### src/rtl/alu_seq_controller.sv
// alu_seq_controller: operator-stepped ALU sequencer.
// A shared entry bus is captured into A, B, carry-in and opcode on successive
// rising edges of advance_signal. A one-cycle EXEC state registers the ALU
// result, then SHOW holds it until the next step event.
module alu_seq_controller #(
    parameter int unsigned WIDTH    = 4,
    parameter bit          ACCUM_EN = 1'b0
) (
    input  logic             clk,
    input  logic             reset_signal,
    input  logic [WIDTH-1:0] in,
    input  logic             advance_signal,
    output logic [WIDTH-1:0] out,
    output logic             cout,
    output logic             ovf,
    output logic             err,
    output logic             result_valid,
    output logic [7:0]       out_control_display
);

    localparam int unsigned MSB = WIDTH - 1;

    typedef enum logic [2:0] {
        S_LOAD_A,
        S_LOAD_B,
        S_LOAD_CIN,
        S_LOAD_OP,
        S_EXEC,
        S_SHOW
    } state_t;

    state_t           state_q, state_d;
    logic [WIDTH-1:0] a_q, a_d;
    logic [WIDTH-1:0] b_q, b_d;
    logic             cin_q, cin_d;
    logic [3:0]       op_q, op_d;
    logic             adv_q, adv_d;
    logic             armed_q, armed_d;
    logic [WIDTH-1:0] out_q, out_d;
    logic             cout_q, cout_d;
    logic             ovf_q, ovf_d;
    logic             err_q, err_d;

    logic             step;
    logic [3:0]       in_op;
    logic [WIDTH:0]   sum_w;
    logic [WIDTH:0]   diff_w;
    logic [WIDTH-1:0] alu_out;
    logic             alu_cout;
    logic             alu_ovf;
    logic             alu_err;

    // Opcode is the low nibble of the bus; narrow buses are zero-extended.
    generate
        if (WIDTH >= 4) begin : g_op_wide
            assign in_op = in[3:0];
        end else begin : g_op_narrow
            assign in_op = {{(4 - WIDTH){1'b0}}, in};
        end
    endgenerate

    // armed_q blocks a step until advance_signal has been seen low after
    // reset, so a level already high at reset release does not count.
    assign step = advance_signal & ~adv_q & armed_q;

    // ALU datapath: one extra bit on add/sub gives carry and borrow directly.
    always_comb begin
        sum_w    = {1'b0, a_q} + {1'b0, b_q} + {{WIDTH{1'b0}}, cin_q};
        diff_w   = {1'b0, a_q} - {1'b0, b_q} - {{WIDTH{1'b0}}, cin_q};
        alu_out  = '0;
        alu_cout = 1'b0;
        alu_ovf  = 1'b0;
        alu_err  = 1'b0;
        case (op_q)
            4'd0: begin
                alu_out  = sum_w[MSB:0];
                alu_cout = sum_w[WIDTH];
                alu_ovf  = (a_q[MSB] == b_q[MSB]) && (sum_w[MSB] != a_q[MSB]);
            end
            4'd1: begin
                alu_out  = diff_w[MSB:0];
                alu_cout = diff_w[WIDTH];
                alu_ovf  = (a_q[MSB] != b_q[MSB]) && (diff_w[MSB] != a_q[MSB]);
            end
            4'd2: alu_out = a_q & b_q;
            4'd3: alu_out = a_q | b_q;
            4'd4: alu_out = a_q ^ b_q;
            4'd5: alu_out = ~a_q;
            4'd6: begin
                alu_out  = {a_q[MSB-1:0], 1'b0};
                alu_cout = a_q[MSB];
            end
            4'd7: begin
                alu_out  = {1'b0, a_q[MSB:1]};
                alu_cout = a_q[0];
            end
            4'd8:    alu_out = b_q;
            default: alu_err = 1'b1;
        endcase
    end

    // Next-state and capture logic; everything holds unless stepped.
    always_comb begin
        state_d = state_q;
        a_d     = a_q;
        b_d     = b_q;
        cin_d   = cin_q;
        op_d    = op_q;
        out_d   = out_q;
        cout_d  = cout_q;
        ovf_d   = ovf_q;
        err_d   = err_q;
        adv_d   = advance_signal;
        armed_d = armed_q | ~advance_signal;
        case (state_q)
            S_LOAD_A: if (step) begin
                a_d     = in;
                state_d = S_LOAD_B;
            end
            S_LOAD_B: if (step) begin
                b_d     = in;
                state_d = S_LOAD_CIN;
            end
            S_LOAD_CIN: if (step) begin
                cin_d   = in[0];
                state_d = S_LOAD_OP;
            end
            S_LOAD_OP: if (step) begin
                op_d    = in_op;
                state_d = S_EXEC;
            end
            S_EXEC: begin
                out_d   = alu_out;
                cout_d  = alu_cout;
                ovf_d   = alu_ovf;
                err_d   = alu_err;
                state_d = S_SHOW;
            end
            S_SHOW: if (step) begin
                if (ACCUM_EN) begin
                    a_d     = out_q;
                    state_d = S_LOAD_B;
                end else begin
                    state_d = S_LOAD_A;
                end
            end
            default: state_d = S_LOAD_A;
        endcase
    end

    // State and datapath registers, cleared asynchronously.
    always_ff @(posedge clk or negedge reset_signal) begin
        if (!reset_signal) begin
            state_q <= S_LOAD_A;
            a_q     <= '0;
            b_q     <= '0;
            cin_q   <= 1'b0;
            op_q    <= 4'd0;
            adv_q   <= 1'b0;
            armed_q <= 1'b0;
            out_q   <= '0;
            cout_q  <= 1'b0;
            ovf_q   <= 1'b0;
            err_q   <= 1'b0;
        end else begin
            state_q <= state_d;
            a_q     <= a_d;
            b_q     <= b_d;
            cin_q   <= cin_d;
            op_q    <= op_d;
            adv_q   <= adv_d;
            armed_q <= armed_d;
            out_q   <= out_d;
            cout_q  <= cout_d;
            ovf_q   <= ovf_d;
            err_q   <= err_d;
        end
    end

    // Output mapping: results straight from flops, display one-hot from state.
    always_comb begin
        out                    = out_q;
        cout                   = cout_q;
        ovf                    = ovf_q;
        err                    = err_q;
        result_valid           = (state_q == S_SHOW);
        out_control_display    = 8'h00;
        out_control_display[0] = (state_q == S_LOAD_A);
        out_control_display[1] = (state_q == S_LOAD_B);
        out_control_display[2] = (state_q == S_LOAD_CIN);
        out_control_display[3] = (state_q == S_LOAD_OP);
        out_control_display[4] = (state_q == S_EXEC);
        out_control_display[5] = (state_q == S_SHOW);
        out_control_display[6] = ACCUM_EN;
        out_control_display[7] = err_q;
    end

endmodule

### config.mk
export PLATFORM = sky130hd
export DESIGN_NAME = alu_seq_controller
export DESIGN_NICKNAME = d
export VERILOG_FILES = /design/src/rtl/alu_seq_controller.sv
export SDC_FILE = /design/constraint.sdc
export NUM_CORES = 1
export LEC_CHECK = 0
export BUFFER_PORTS_ARGS = -buffer_cell sky130_fd_sc_hd__buf_2
export CAP_MARGIN = 10
export CORE_MARGIN = 5
export CORE_UTILIZATION = 30
export CTS_CLUSTER_DIAMETER = 80
export DETAILED_ROUTE_END_ITERATION = 6
export SLEW_MARGIN = 10
export SYNTH_ARGS = -nofsm -noshare
export SYNTH_HDL_FRONTEND = slang
export SYNTH_SLANG_ARGS = --single-unit
export TNS_END_PERCENT = 10
### constraint.sdc
create_clock -name clk -period 3.2 [get_ports clk]
set_clock_uncertainty 0.05 [all_clocks]
set_input_delay 0.48 -clock clk [delete_from_list [all_inputs] [get_ports clk]]
set_output_delay 0.48 -clock clk [all_outputs]
set_load 0.02 [all_outputs]
==> results by group <==
Run status
  – Status: complete, no violations

Hold path
  – Worst Hold Class: in2async

Power and ir drop
  – Cell Pwr Density: 1196 nW/µm²
  – Sw power: around 1.2 mW
  – Clk pwr share: 8.7%
  – Share of power burned in registers: about 30%
  – Switching portion of total power: 49.23%
  – Pint: between 1 and 1.5 mW
  – Logic pwr share: 61.3%
  – Max VDD drop: 0.5428 mV
  – Leak: 0.9203 nW

Worst setup path
  – Worst Setup Start Kind: register
  – Worst r2r src: a_q[0]$_DFFE_PN0P_
  – FF-to-FF End: out[1]$_DFFE_PN0P_
  – R2R Setup Slk: roughly 0.8 ns
  – Worst setup path category: reg2reg
  – Setup crit start: a_q[0]$_DFFE_PN0P_
  – WP data arrival: 2.52 ns
  – CP endpoint kind: register
  – Critical path required time: 3.33 ns
  – End of the critical path: out[1]$_DFFE_PN0P_
  – FF-to-FF path depth: 6
  – Max Fanout on Critical Path: 7

STA
  – Hold Violations, Final: 0
  – Unrepaired setup endpoints after global routing: no
  – Final Setup Violations: 0
  – Highest Clock Rate: 418.7 MHz
  – Period minus WS final: 2.388 ns
  – PnR worst setup slack: approximately 0.81 ns
  – Fin. max-slew vios: 0
  – Worst slew pin tran: 0.6186 ns
  – Fin crit share: 74.63%
  – Worst rel slew slack: slightly below 60%
  – Setup TNS Final: 0 ns

Clock tree
  – Inserted Clock Buffers: 3
  – H-tree levels: 1
  – Sink Count: 25
  – Longest Clk Path Bufs: 2
  – Hold Buf Count CTS: 0
  – Cts repair resizes: 0
  – Clock Latency Late Sink: about 0.28 ns
  – Setup Buffers After CTS: 0
  – Root Buffer: clkbuf_8
  – Worst-path clk slew: ~0.1 ns
  – TritonCTS clock tree: done

Global routing
  – Grt ovf: 0
  – Initial antenna violation count: 0
  – Vias in the first global route: 1392
  – First-pass GRT wire length: 6906 µm
  – Largest net degree at the start of global routing: 26
  – Total track usage: between 10% and 20%

Synthesis
  – Post-Syn Area: 1863 µm²
  – Synthesized flop and latch total: 25
  – Mean Syn Cell Area: 9.505 µm²
  – Netlist cell types: 46
  – Syn Nets: 221
  – Synth Instances: between 150 and 200
  – EDFF count, synth: 0
  – Ys flop type: dfrtp_1
  – Asr flop ratio synth: between 90% and 100%
  – Number of warnings issued by yosys: 0
  – Share of the yosys chip area belonging to registers: 33.58%

Placed design
  – Detailed placement HPWL: 3104 µm
  – Post-place setup slack: between 0.8 and 0.9 ns
  – Dpl cells: about 280
  – # port buffers: 21
  – Gpl congestion: approximately 0.85

Cells and area
  – Layout Cells excl Fill: 283
  – Diodes inserted: 0
  – Commonest non-fill, non-tap cell in the layout: dfrtp_1
  – Ratio of cells with drive above 1 in the final layout: about a fifth
  – Area Growth Syn to Fin: 8.663%
  – Nets: 234
  – Commonest non-fill, non-tap cells in the layout: dfrtp_1 (25), buf_2 (21), nand2_1 (19)

Die
  – Die area: 7886 µm²
  – Core Footprint: 5991 µm²
  – Die Wd: between 80 and 90 µm
  – Die Y-Extent: 88.81 µm
  – Ports: 23
  – FP Rows: 28
  – Starting Density: 31.10%

Routing
  – DRC: 0
  – DR vias/cell: 5.011
  – Drt first pass iters: 4
  – Routed WL: 4025 µm
  – Total number of vias: 1418
  – Antenna-violating nets left: 0
  – Routed wire per std cell: 14.22 µm
  – First DRT Iteration DRCs: 89

Run
  – Max-cap violations: 0
==> per-stage QoR <==
step	total power, mW	util, %	cell area, µm²	hold WS (ns)
after global routing	2.686	33.79	2024	0.1750
final	2.421	33.79	2024	0.1287
after floorplan	1.912	-	1863	0.1344
after global placement	2.197	32.96	1974	0.3996
after detailed placement	2.218	32.96	1974	0.4023
after CTS	2.435	33.79	2024	0.1471
==> flip-flops by register name, summed over array words and instances, names as in the netlist, 3 cells and up <==
signal   flops
state_q      3
out          4
a_q          4
b_q          4
op_q         4
==> power by group through the flow <==
stage	clock (mW)	sequential (mW)	combinational, mW
after floorplan	0	0.631	1.28
after global routing	0.235	0.761	1.69
after detailed placement	0	0.730	1.49
after global placement	0	0.723	1.47
after CTS	0.220	0.722	1.49
final	0.211	0.727	1.48
==> synthesized netlist by cell type (2+ instances only) <==
| cell | instances | area share, % |
|---|---|---|
| dfrtp_1 | 25 | 34 |
| nand2_1 | 19 | 3.8 |
| inv_1 | 18 | 3.6 |
| ha_1 | 14 | 9.4 |
| nor3_1 | 10 | 2.7 |
| mux2_2 | 9 | 5.4 |
| a21oi_1 | 8 | 2.1 |
| nand3_1 | 8 | 2.1 |
| nor2_1 | 8 | 1.6 |
| o21ai_0 | 7 | 1.9 |
| buf_4 | 5 | 2.0 |
| xnor2_1 | 5 | 2.4 |
| buf_2 | 4 | 1.1 |
| fa_1 | 4 | 4.3 |
| nand3b_1 | 4 | 1.6 |
| a31oi_1 | 3 | 1.0 |
| mux4_2 | 3 | 3.6 |
| nand2b_1 | 3 | 1.0 |
| a211oi_1 | 2 | 0.81 |
| and2_1 | 2 | 0.67 |
| buf_6 | 2 | 1.2 |
| clkbuf_1 | 2 | 0.40 |
| inv_2 | 2 | 0.40 |
| mux2i_1 | 2 | 1.1 |
| o2111ai_1 | 2 | 0.94 |
| o211ai_1 | 2 | 0.81 |
| o311ai_0 | 2 | 0.94 |
| o31ai_1 | 2 | 0.81 |
| xor2_1 | 2 | 0.94 |
==> layer usage <==
metal	global-route usage, %	routed length (µm)
met1	15.83	1927
met2	17.81	1851
met3	2.886	218
met4	2.060	28
met5	0	0
==> worst max-delay path: stages (launching register included) <==
cell and delay [ns]:
dfrtp_1 0.49, fa_1 0.50, fa_1 0.45, mux4_2 0.46, mux2i_1 0.15, o21ai_1 0.07
o21a_1 0.12
==> worst min-delay path by stage <==
stage                             end  slack (ns)  cells after the start
5_1_grt        state_q[0]$_DFFE_PN0P_        0.17                      1
3_5_place_dp        armed_q$_DFF_PN0_        0.40                      1
2_1_floorplan      a_q[0]$_DFFE_PN0P_        0.13                      0
4_1_cts               adv_q$_DFF_PN0_        0.15                      1
6_report       state_q[0]$_DFFE_PN0P_        0.13                      1
3_3_place_gp        armed_q$_DFF_PN0_        0.40                      1
==> cell families (layout without fill, tap and decap cells) <==
family | after synthesis | in the layout | synth area share [%]
AND/OR/NAND/NOR | 57 | 57 | 14.98
AO/OA/AOI/OAI | 40 | 40 | 14.51
buffers and inverters | 33 | 45 | 8.731
flip-flops | 25 | 25 | 33.58
adder cells (fa/ha/maj) | 18 | 18 | 13.70
multiplexers | 14 | 14 | 10.14
XOR/XNOR | 8 | 8 | 4.164
other | 1 | 1 | 0.2013
==> final cells by class <==
type,instances,area [µm²]
sequential,25,625.6
tap,75,93.84
inverter,20,75.07
fill,611,3966
clock buffer,3,41.29
timing repair buffer,21,105.1
multi-input combinational,138,1075
clock inverter,1,8.758
Note: power is estimated with default switching activity, not from simulation.
